`src/rtl/rv32i_pkg.sv`:
```
// Shared RV32I decode definitions: base opcodes and instruction format codes.
package rv32i_pkg;

    localparam int ILEN = 32;

    localparam logic [6:0] OP       = 7'b0110011;
    localparam logic [6:0] OP_IMM   = 7'b0010011;
    localparam logic [6:0] LOAD     = 7'b0000011;
    localparam logic [6:0] STORE    = 7'b0100011;
    localparam logic [6:0] BRANCH   = 7'b1100011;
    localparam logic [6:0] JAL      = 7'b1101111;
    localparam logic [6:0] JALR     = 7'b1100111;
    localparam logic [6:0] LUI      = 7'b0110111;
    localparam logic [6:0] AUIPC    = 7'b0010111;
    localparam logic [6:0] MISC_MEM = 7'b0001111;
    localparam logic [6:0] SYSTEM   = 7'b1110011;

    typedef enum logic [2:0] {
        FMT_R    = 3'd0,
        FMT_I    = 3'd1,
        FMT_S    = 3'd2,
        FMT_B    = 3'd3,
        FMT_U    = 3'd4,
        FMT_J    = 3'd5,
        FMT_NONE = 3'd7
    } fmt_e;

endpackage

```
`src/rtl/rv32i_instruction_decoder_if.sv`:
```
// Fetch-to-decode bus: raw instruction in, registered decoded fields out.
interface rv32i_instruction_decoder_if;

    logic        valid_i;
    logic [31:0] machine_code;
    logic        valid_o;
    logic [6:0]  opcode;
    logic [4:0]  rd;
    logic [2:0]  funct3;
    logic [4:0]  rs1;
    logic [4:0]  rs2;
    logic [6:0]  funct7;
    logic [31:0] imm;
    logic [2:0]  fmt;
    logic        illegal;

    modport master (
        output valid_i, machine_code,
        input  valid_o, opcode, rd, funct3, rs1, rs2, funct7, imm, fmt, illegal
    );

    modport slave (
        input  valid_i, machine_code,
        output valid_o, opcode, rd, funct3, rs1, rs2, funct7, imm, fmt, illegal
    );

endinterface

```
`src/rtl/rv32i_imm_gen.sv`:
```
// Immediate generator: reassembles and sign-extends the immediate for a given format.
module rv32i_imm_gen
    import rv32i_pkg::*;
(
    input  logic [31:7] instr,
    input  fmt_e        fmt,
    output logic [31:0] imm
);

    // Format-driven immediate assembly; sign always comes from instr[31].
    always_comb begin
        imm = 32'd0;
        case (fmt)
            FMT_I:   imm = {{20{instr[31]}}, instr[31:20]};
            FMT_S:   imm = {{20{instr[31]}}, instr[31:25], instr[11:7]};
            FMT_B:   imm = {{19{instr[31]}}, instr[31], instr[7], instr[30:25], instr[11:8], 1'b0};
            FMT_U:   imm = {instr[31:12], 12'd0};
            FMT_J:   imm = {{11{instr[31]}}, instr[31], instr[19:12], instr[20], instr[30:21], 1'b0};
            default: imm = 32'd0;
        endcase
    end

endmodule

```
`src/rtl/rv32i_instruction_decoder.sv`:
```
// RV32I decode stage: field extraction, format classification and immediate
// generation, registered for one cycle of latency.
module rv32i_instruction_decoder
    import rv32i_pkg::*;
#(
    parameter int XLEN = 32
) (
    input  logic                          clk,
    input  logic                          rst_n,
    rv32i_instruction_decoder_if.slave    bus
);

    logic [6:0]      opcode_s;
    fmt_e            fmt_s;
    logic            illegal_s;
    logic [XLEN-1:0] imm_s;

    logic            valid_r;
    logic [6:0]      opcode_r;
    logic [4:0]      rd_r;
    logic [2:0]      funct3_r;
    logic [4:0]      rs1_r;
    logic [4:0]      rs2_r;
    logic [6:0]      funct7_r;
    logic [XLEN-1:0] imm_r;
    fmt_e            fmt_r;
    logic            illegal_r;

    assign opcode_s = bus.machine_code[6:0];

    // Opcode to format classification; anything unrecognised is flagged illegal.
    always_comb begin
        fmt_s     = FMT_NONE;
        illegal_s = 1'b1;
        case (opcode_s)
            OP: begin
                fmt_s     = FMT_R;
                illegal_s = 1'b0;
            end
            LOAD, OP_IMM, JALR, MISC_MEM, SYSTEM: begin
                fmt_s     = FMT_I;
                illegal_s = 1'b0;
            end
            STORE: begin
                fmt_s     = FMT_S;
                illegal_s = 1'b0;
            end
            BRANCH: begin
                fmt_s     = FMT_B;
                illegal_s = 1'b0;
            end
            LUI, AUIPC: begin
                fmt_s     = FMT_U;
                illegal_s = 1'b0;
            end
            JAL: begin
                fmt_s     = FMT_J;
                illegal_s = 1'b0;
            end
            default: begin
                fmt_s     = FMT_NONE;
                illegal_s = 1'b1;
            end
        endcase
    end

    rv32i_imm_gen u_imm_gen (
        .instr (bus.machine_code[31:7]),
        .fmt   (fmt_s),
        .imm   (imm_s)
    );

    // Output registers: valid follows the input every cycle, payload loads only on valid.
    always_ff @(posedge clk or negedge rst_n) begin
        if (!rst_n) begin
            valid_r   <= 1'b0;
            opcode_r  <= 7'd0;
            rd_r      <= 5'd0;
            funct3_r  <= 3'd0;
            rs1_r     <= 5'd0;
            rs2_r     <= 5'd0;
            funct7_r  <= 7'd0;
            imm_r     <= '0;
            fmt_r     <= FMT_R;
            illegal_r <= 1'b0;
        end else begin
            valid_r <= bus.valid_i;
            if (bus.valid_i) begin
                opcode_r  <= opcode_s;
                rd_r      <= bus.machine_code[11:7];
                funct3_r  <= bus.machine_code[14:12];
                rs1_r     <= bus.machine_code[19:15];
                rs2_r     <= bus.machine_code[24:20];
                funct7_r  <= bus.machine_code[31:25];
                imm_r     <= imm_s;
                fmt_r     <= fmt_s;
                illegal_r <= illegal_s;
            end
        end
    end

    assign bus.valid_o = valid_r;
    assign bus.opcode  = opcode_r;
    assign bus.rd      = rd_r;
    assign bus.funct3  = funct3_r;
    assign bus.rs1     = rs1_r;
    assign bus.rs2     = rs2_r;
    assign bus.funct7  = funct7_r;
    assign bus.imm     = imm_r;
    assign bus.fmt     = fmt_r;
    assign bus.illegal = illegal_r;

endmodule

```
`src/flat_wrapper.sv`:
```
// flat-port wrapper written by rule: the top's interface ports become plain ports
module rv32i_instruction_decoder_flat import rv32i_pkg::*;
#(
    parameter int XLEN = 32
)
  (clk, rst_n, bus_valid_i, bus_machine_code, bus_valid_o, bus_opcode, bus_rd, bus_funct3, bus_rs1, bus_rs2, bus_funct7, bus_imm, bus_fmt, bus_illegal);
  rv32i_instruction_decoder_if bus_i ();
  input  logic clk;
  input  logic rst_n;
  input wire logic [$bits(bus_i.valid_i)-1:0] bus_valid_i;
  input wire logic [$bits(bus_i.machine_code)-1:0] bus_machine_code;
  output wire logic [$bits(bus_i.valid_o)-1:0] bus_valid_o;
  output wire logic [$bits(bus_i.opcode)-1:0] bus_opcode;
  output wire logic [$bits(bus_i.rd)-1:0] bus_rd;
  output wire logic [$bits(bus_i.funct3)-1:0] bus_funct3;
  output wire logic [$bits(bus_i.rs1)-1:0] bus_rs1;
  output wire logic [$bits(bus_i.rs2)-1:0] bus_rs2;
  output wire logic [$bits(bus_i.funct7)-1:0] bus_funct7;
  output wire logic [$bits(bus_i.imm)-1:0] bus_imm;
  output wire logic [$bits(bus_i.fmt)-1:0] bus_fmt;
  output wire logic [$bits(bus_i.illegal)-1:0] bus_illegal;
  assign bus_i.valid_i = bus_valid_i;
  assign bus_i.machine_code = bus_machine_code;
  assign bus_valid_o = bus_i.valid_o;
  assign bus_opcode = bus_i.opcode;
  assign bus_rd = bus_i.rd;
  assign bus_funct3 = bus_i.funct3;
  assign bus_rs1 = bus_i.rs1;
  assign bus_rs2 = bus_i.rs2;
  assign bus_funct7 = bus_i.funct7;
  assign bus_imm = bus_i.imm;
  assign bus_fmt = bus_i.fmt;
  assign bus_illegal = bus_i.illegal;
  rv32i_instruction_decoder #(.XLEN(XLEN)) u_core (.clk(clk), .rst_n(rst_n), .bus(bus_i));
endmodule
```
`config.mk`:
```
export PLATFORM = sky130hd
export DESIGN_NAME = rv32i_instruction_decoder_flat
export DESIGN_NICKNAME = d
export VERILOG_FILES = /design/src/rtl/rv32i_pkg.sv /design/src/rtl/rv32i_instruction_decoder_if.sv /design/src/rtl/rv32i_imm_gen.sv /design/src/rtl/rv32i_instruction_decoder.sv /design/src/flat_wrapper.sv
export SDC_FILE = /design/constraint.sdc
export NUM_CORES = 1
export LEC_CHECK = 0
export ABC_AREA = 1
export CELL_PAD_IN_SITES_DETAIL_PLACEMENT = 0
export CELL_PAD_IN_SITES_GLOBAL_PLACEMENT = 1
export CORE_ASPECT_RATIO = 0.6
export CORE_MARGIN = 10
export CORE_UTILIZATION = 36
export DETAILED_ROUTE_END_ITERATION = 10
export PLACE_DENSITY = 0.94
export SLEW_MARGIN = 20
export SYNTH_ARGS = -nofsm -noshare
export SYNTH_HDL_FRONTEND = slang
export SYNTH_SLANG_ARGS = --single-unit
```
`constraint.sdc`:
```
create_clock -name clk -period 1.1 [get_ports clk]
set_input_delay 0.22 -clock clk [delete_from_list [all_inputs] [get_ports clk]]
set_output_delay 0.22 -clock clk [all_outputs]
set_load 0.05 [all_outputs]
```
==> results.cfg <==
[sta]
fin_crit_sh_pct = 108
final.setup.worst_slack_ns = -0.0908
worst_pin_slew_ns = 0.402
final-hold-violation-count = 0
fin_skew_ns = 0
finalSetupViolCount = 86
rsz0062_at_grt = yes
fmax_mhz = 840
timing_max_transition_violations_final = 0
min_period_ns = 1.19
slew_headroom_pct = 73.2

[setup_path]
max_stage_delay_ns = 0.46
worst_ep_required_time_ns = 0.88
crit_slowest_cell = dfrtp_2
arrival_ns = 0.97
path_max_fanout = 2
endpoint_kind = primary output
cp_top_family = flip-flops
r2r_start = u_core.bus.imm[3]
cp-startpoint = u_core.bus.imm[5]
startpoint_type = flip-flop
critPathBufInv = 1
crit_path_cell_trace = buf_12
crit_type = flip-flop to primary output

[run]
cap_violations = 0

[global_route]
grt.total_usage_pct = 18.1
grt_first_pass_wirelength_um = 20300
grt_pass1_vias = 3733
antenna_found_initial = 0
grt_max_degree = 70
overflow = 0

[layout]
drive_gt1_share_pct = 36.1
seq_area_mm2 = 0.00173
fillerInstances = 645
n_antenna_cell = 0
multi_input_area_mm2 = 0.00176
final_common_cell = nand2_1
most-common-layout-cells = 251 x nand2_1, 77 x buf_12, 64 x buf_4, 63 x dfrtp_1, 26 x nand3_1
finish.instance_area_mm2 = 0.00669
utilization_pct = 72.0
final_nets = 705
area_growth_pct = 91.9

[synthesis]
async_flop_share_pct = 100
syn-num-nets = 527
synth-seq-cells = 69
synth_edf_count = 0
ys_seq_area_share_pct = 49.5
synth_cell_type_count = 20
syn_inst = 492
syn-cell-area_mm2 = 0.00349
ys_warn_count = 0
avgSynthCellArea_um2 = 7.09
synthFlopType = dfrtp_1

[pwr]
combPwrFrac_pct = 26.0
leakage_nw = 3.57
p_clk_share_pct = 39.2
power.total_w = 0.00828
p_int_w = 0.00573
seqPwrFrac_pct = 34.8
p_sw_share_pct = 30.9
switchingPower_w = 0.00256
power.density_mw_per_mm2 = 1240
ir_drop_v = 0.000879

[place]
dp_slack_ns = -0.796
place_congestion = 0.941
portBuffers = 103
place_area_mm2 = 0.00562
hpwl_um = 8840

[route]
vias = 3993
drt_pass1_iterations = 7
wire_per_inst_um = 17.2
drt-initial-drc-count = 303
drc = 0
routed_via_density = 4.96
postRouteAntennaNets = 0
drt_wl_total_um = 13800

[die]
start_util_pct = 37.5
die_h_um = 96.2
io-pin-count = 104
die_w_um = 147
die_area_mm2 = 0.0141
rows = 27
core_mm2 = 0.00929

[cts]
clock-sinks = 69
worstSkewPairLatency_ns = 0.34
htreeDepth = 3
clockBufferDepth = 2
cts_buffers = 9
clk_pin_slew_worst_paths_ns = 0.06
cts_tree = yes
root_buffer = clkbuf_16

[hold_path]
worstHoldStart = bus_machine_code[0]
hp-class = input port to flip-flop

[status]
violations = negative setup slack
outcome = finished with violations
power by group through the flow:
| stage | clock network [W] | logic, W | registers, W |
|---|---|---|---|
| 4_1_cts | 0.00330 | 0.00203 | 0.00288 |
| 3_3_place_gp | 0 | 0.00191 | 0.00292 |
| 3_5_place_dp | 0 | 0.00194 | 0.00293 |
| 2_1_floorplan | 0 | 0.000298 | 0.00338 |
| 5_1_grt | 0.00343 | 0.00226 | 0.00290 |
| 6_report | 0.00325 | 0.00215 | 0.00288 |
synth_stat cells (3+ instances only):
cell	count	share of area [%]
a21oi_1	11	1.6
buf_2	11	1.6
clkbuf_1	9	0.97
dfrtp_1	69	50
inv_1	21	2.3
inv_2	3	0.32
nand2_1	265	29
nand2_2	4	0.72
nand3_1	29	4.2
nor2_1	40	4.3
nor2_2	4	0.72
o21ai_0	16	2.3
logic make-up after synthesis:
| kind of cell | after synthesis | share of synthesized area, % |
|---|---|---|
| AND/OR/NAND/NOR | 346 | 39.9 |
| buffers and inverters | 50 | 6.68 |
| AO/OA/AOI/OAI | 27 | 3.88 |
| flip-flops | 69 | 49.5 |
final cells by class:
cell class                 instances  share of cell area (%)
timing repair buffer             190                    38.8
multi-input combinational        375                    26.4
sequential                        69                    25.9
clock buffer                       9                    3.37
tap                              130                    2.43
inverter                          25                    1.59
clock inverter                     7                    1.55
metal layers:
layer	track usage, %	part of all wire (%)	vias to the layer above
li1	-	-	1860
met4	5.17	1.7	0
met5	0	0	-
met3	5.95	8.7	24
met1	24.4	45	1937
met2	27.3	44	172
stage by stage:
| stage | cells | TNS, ns | hold WS (ns) |
|---|---|---|---|
| 5_1_grt | 805 | -6.11 | 0.123 |
| 2_1_floorplan | 492 | -0.605 | -0.0756 |
| 3_3_place_gp | 742 | -25.77 | 0.271 |
| 3_5_place_dp | 742 | -28.56 | 0.282 |
| 6_report | 805 | -3.03 | 0.108 |
| 4_1_cts | 779 | -3.33 | 0.135 |
flip-flops by register name (all words and copies together), names as in the netlist:
name                count
u_core.bus.fmt          3
u_core.bus.funct3       3
u_core.bus.rs2          5
u_core.bus.imm         32
u_core.bus.funct7       7
u_core.bus.rs1          5
u_core.bus.rd           5
u_core.bus.valid_o      1
u_core.bus.illegal      1
u_core.bus.opcode       7
worst paths after layout:
path,slack (ns),cells past startpoint,to
worst max-delay path,-0.09,1,bus_imm[5]
worst min-delay path,0.11,3,u_core.bus.opcode[0]
worst max register to register,0.22,4,u_core.bus.imm[3]
worst min register to register,0.53,2,u_core.bus.imm[10]
max in group asynchronous,0.31,3,u_core.bus.imm[11]
min in group asynchronous,0.43,3,u_core.bus.opcode[1]
repair_timing:
action | in CTS | in global routing
setup buffers | 19 | 20
setup endpoints to repair | 105 | 103
hold buffers | 1 | 0
cloned | 1 | 6
hold endpoints to repair | 69 | 0
resized for setup | 60 | 72
pin swaps | 9 | 39
No activity file was read; power rests on OpenSTA's default activity.
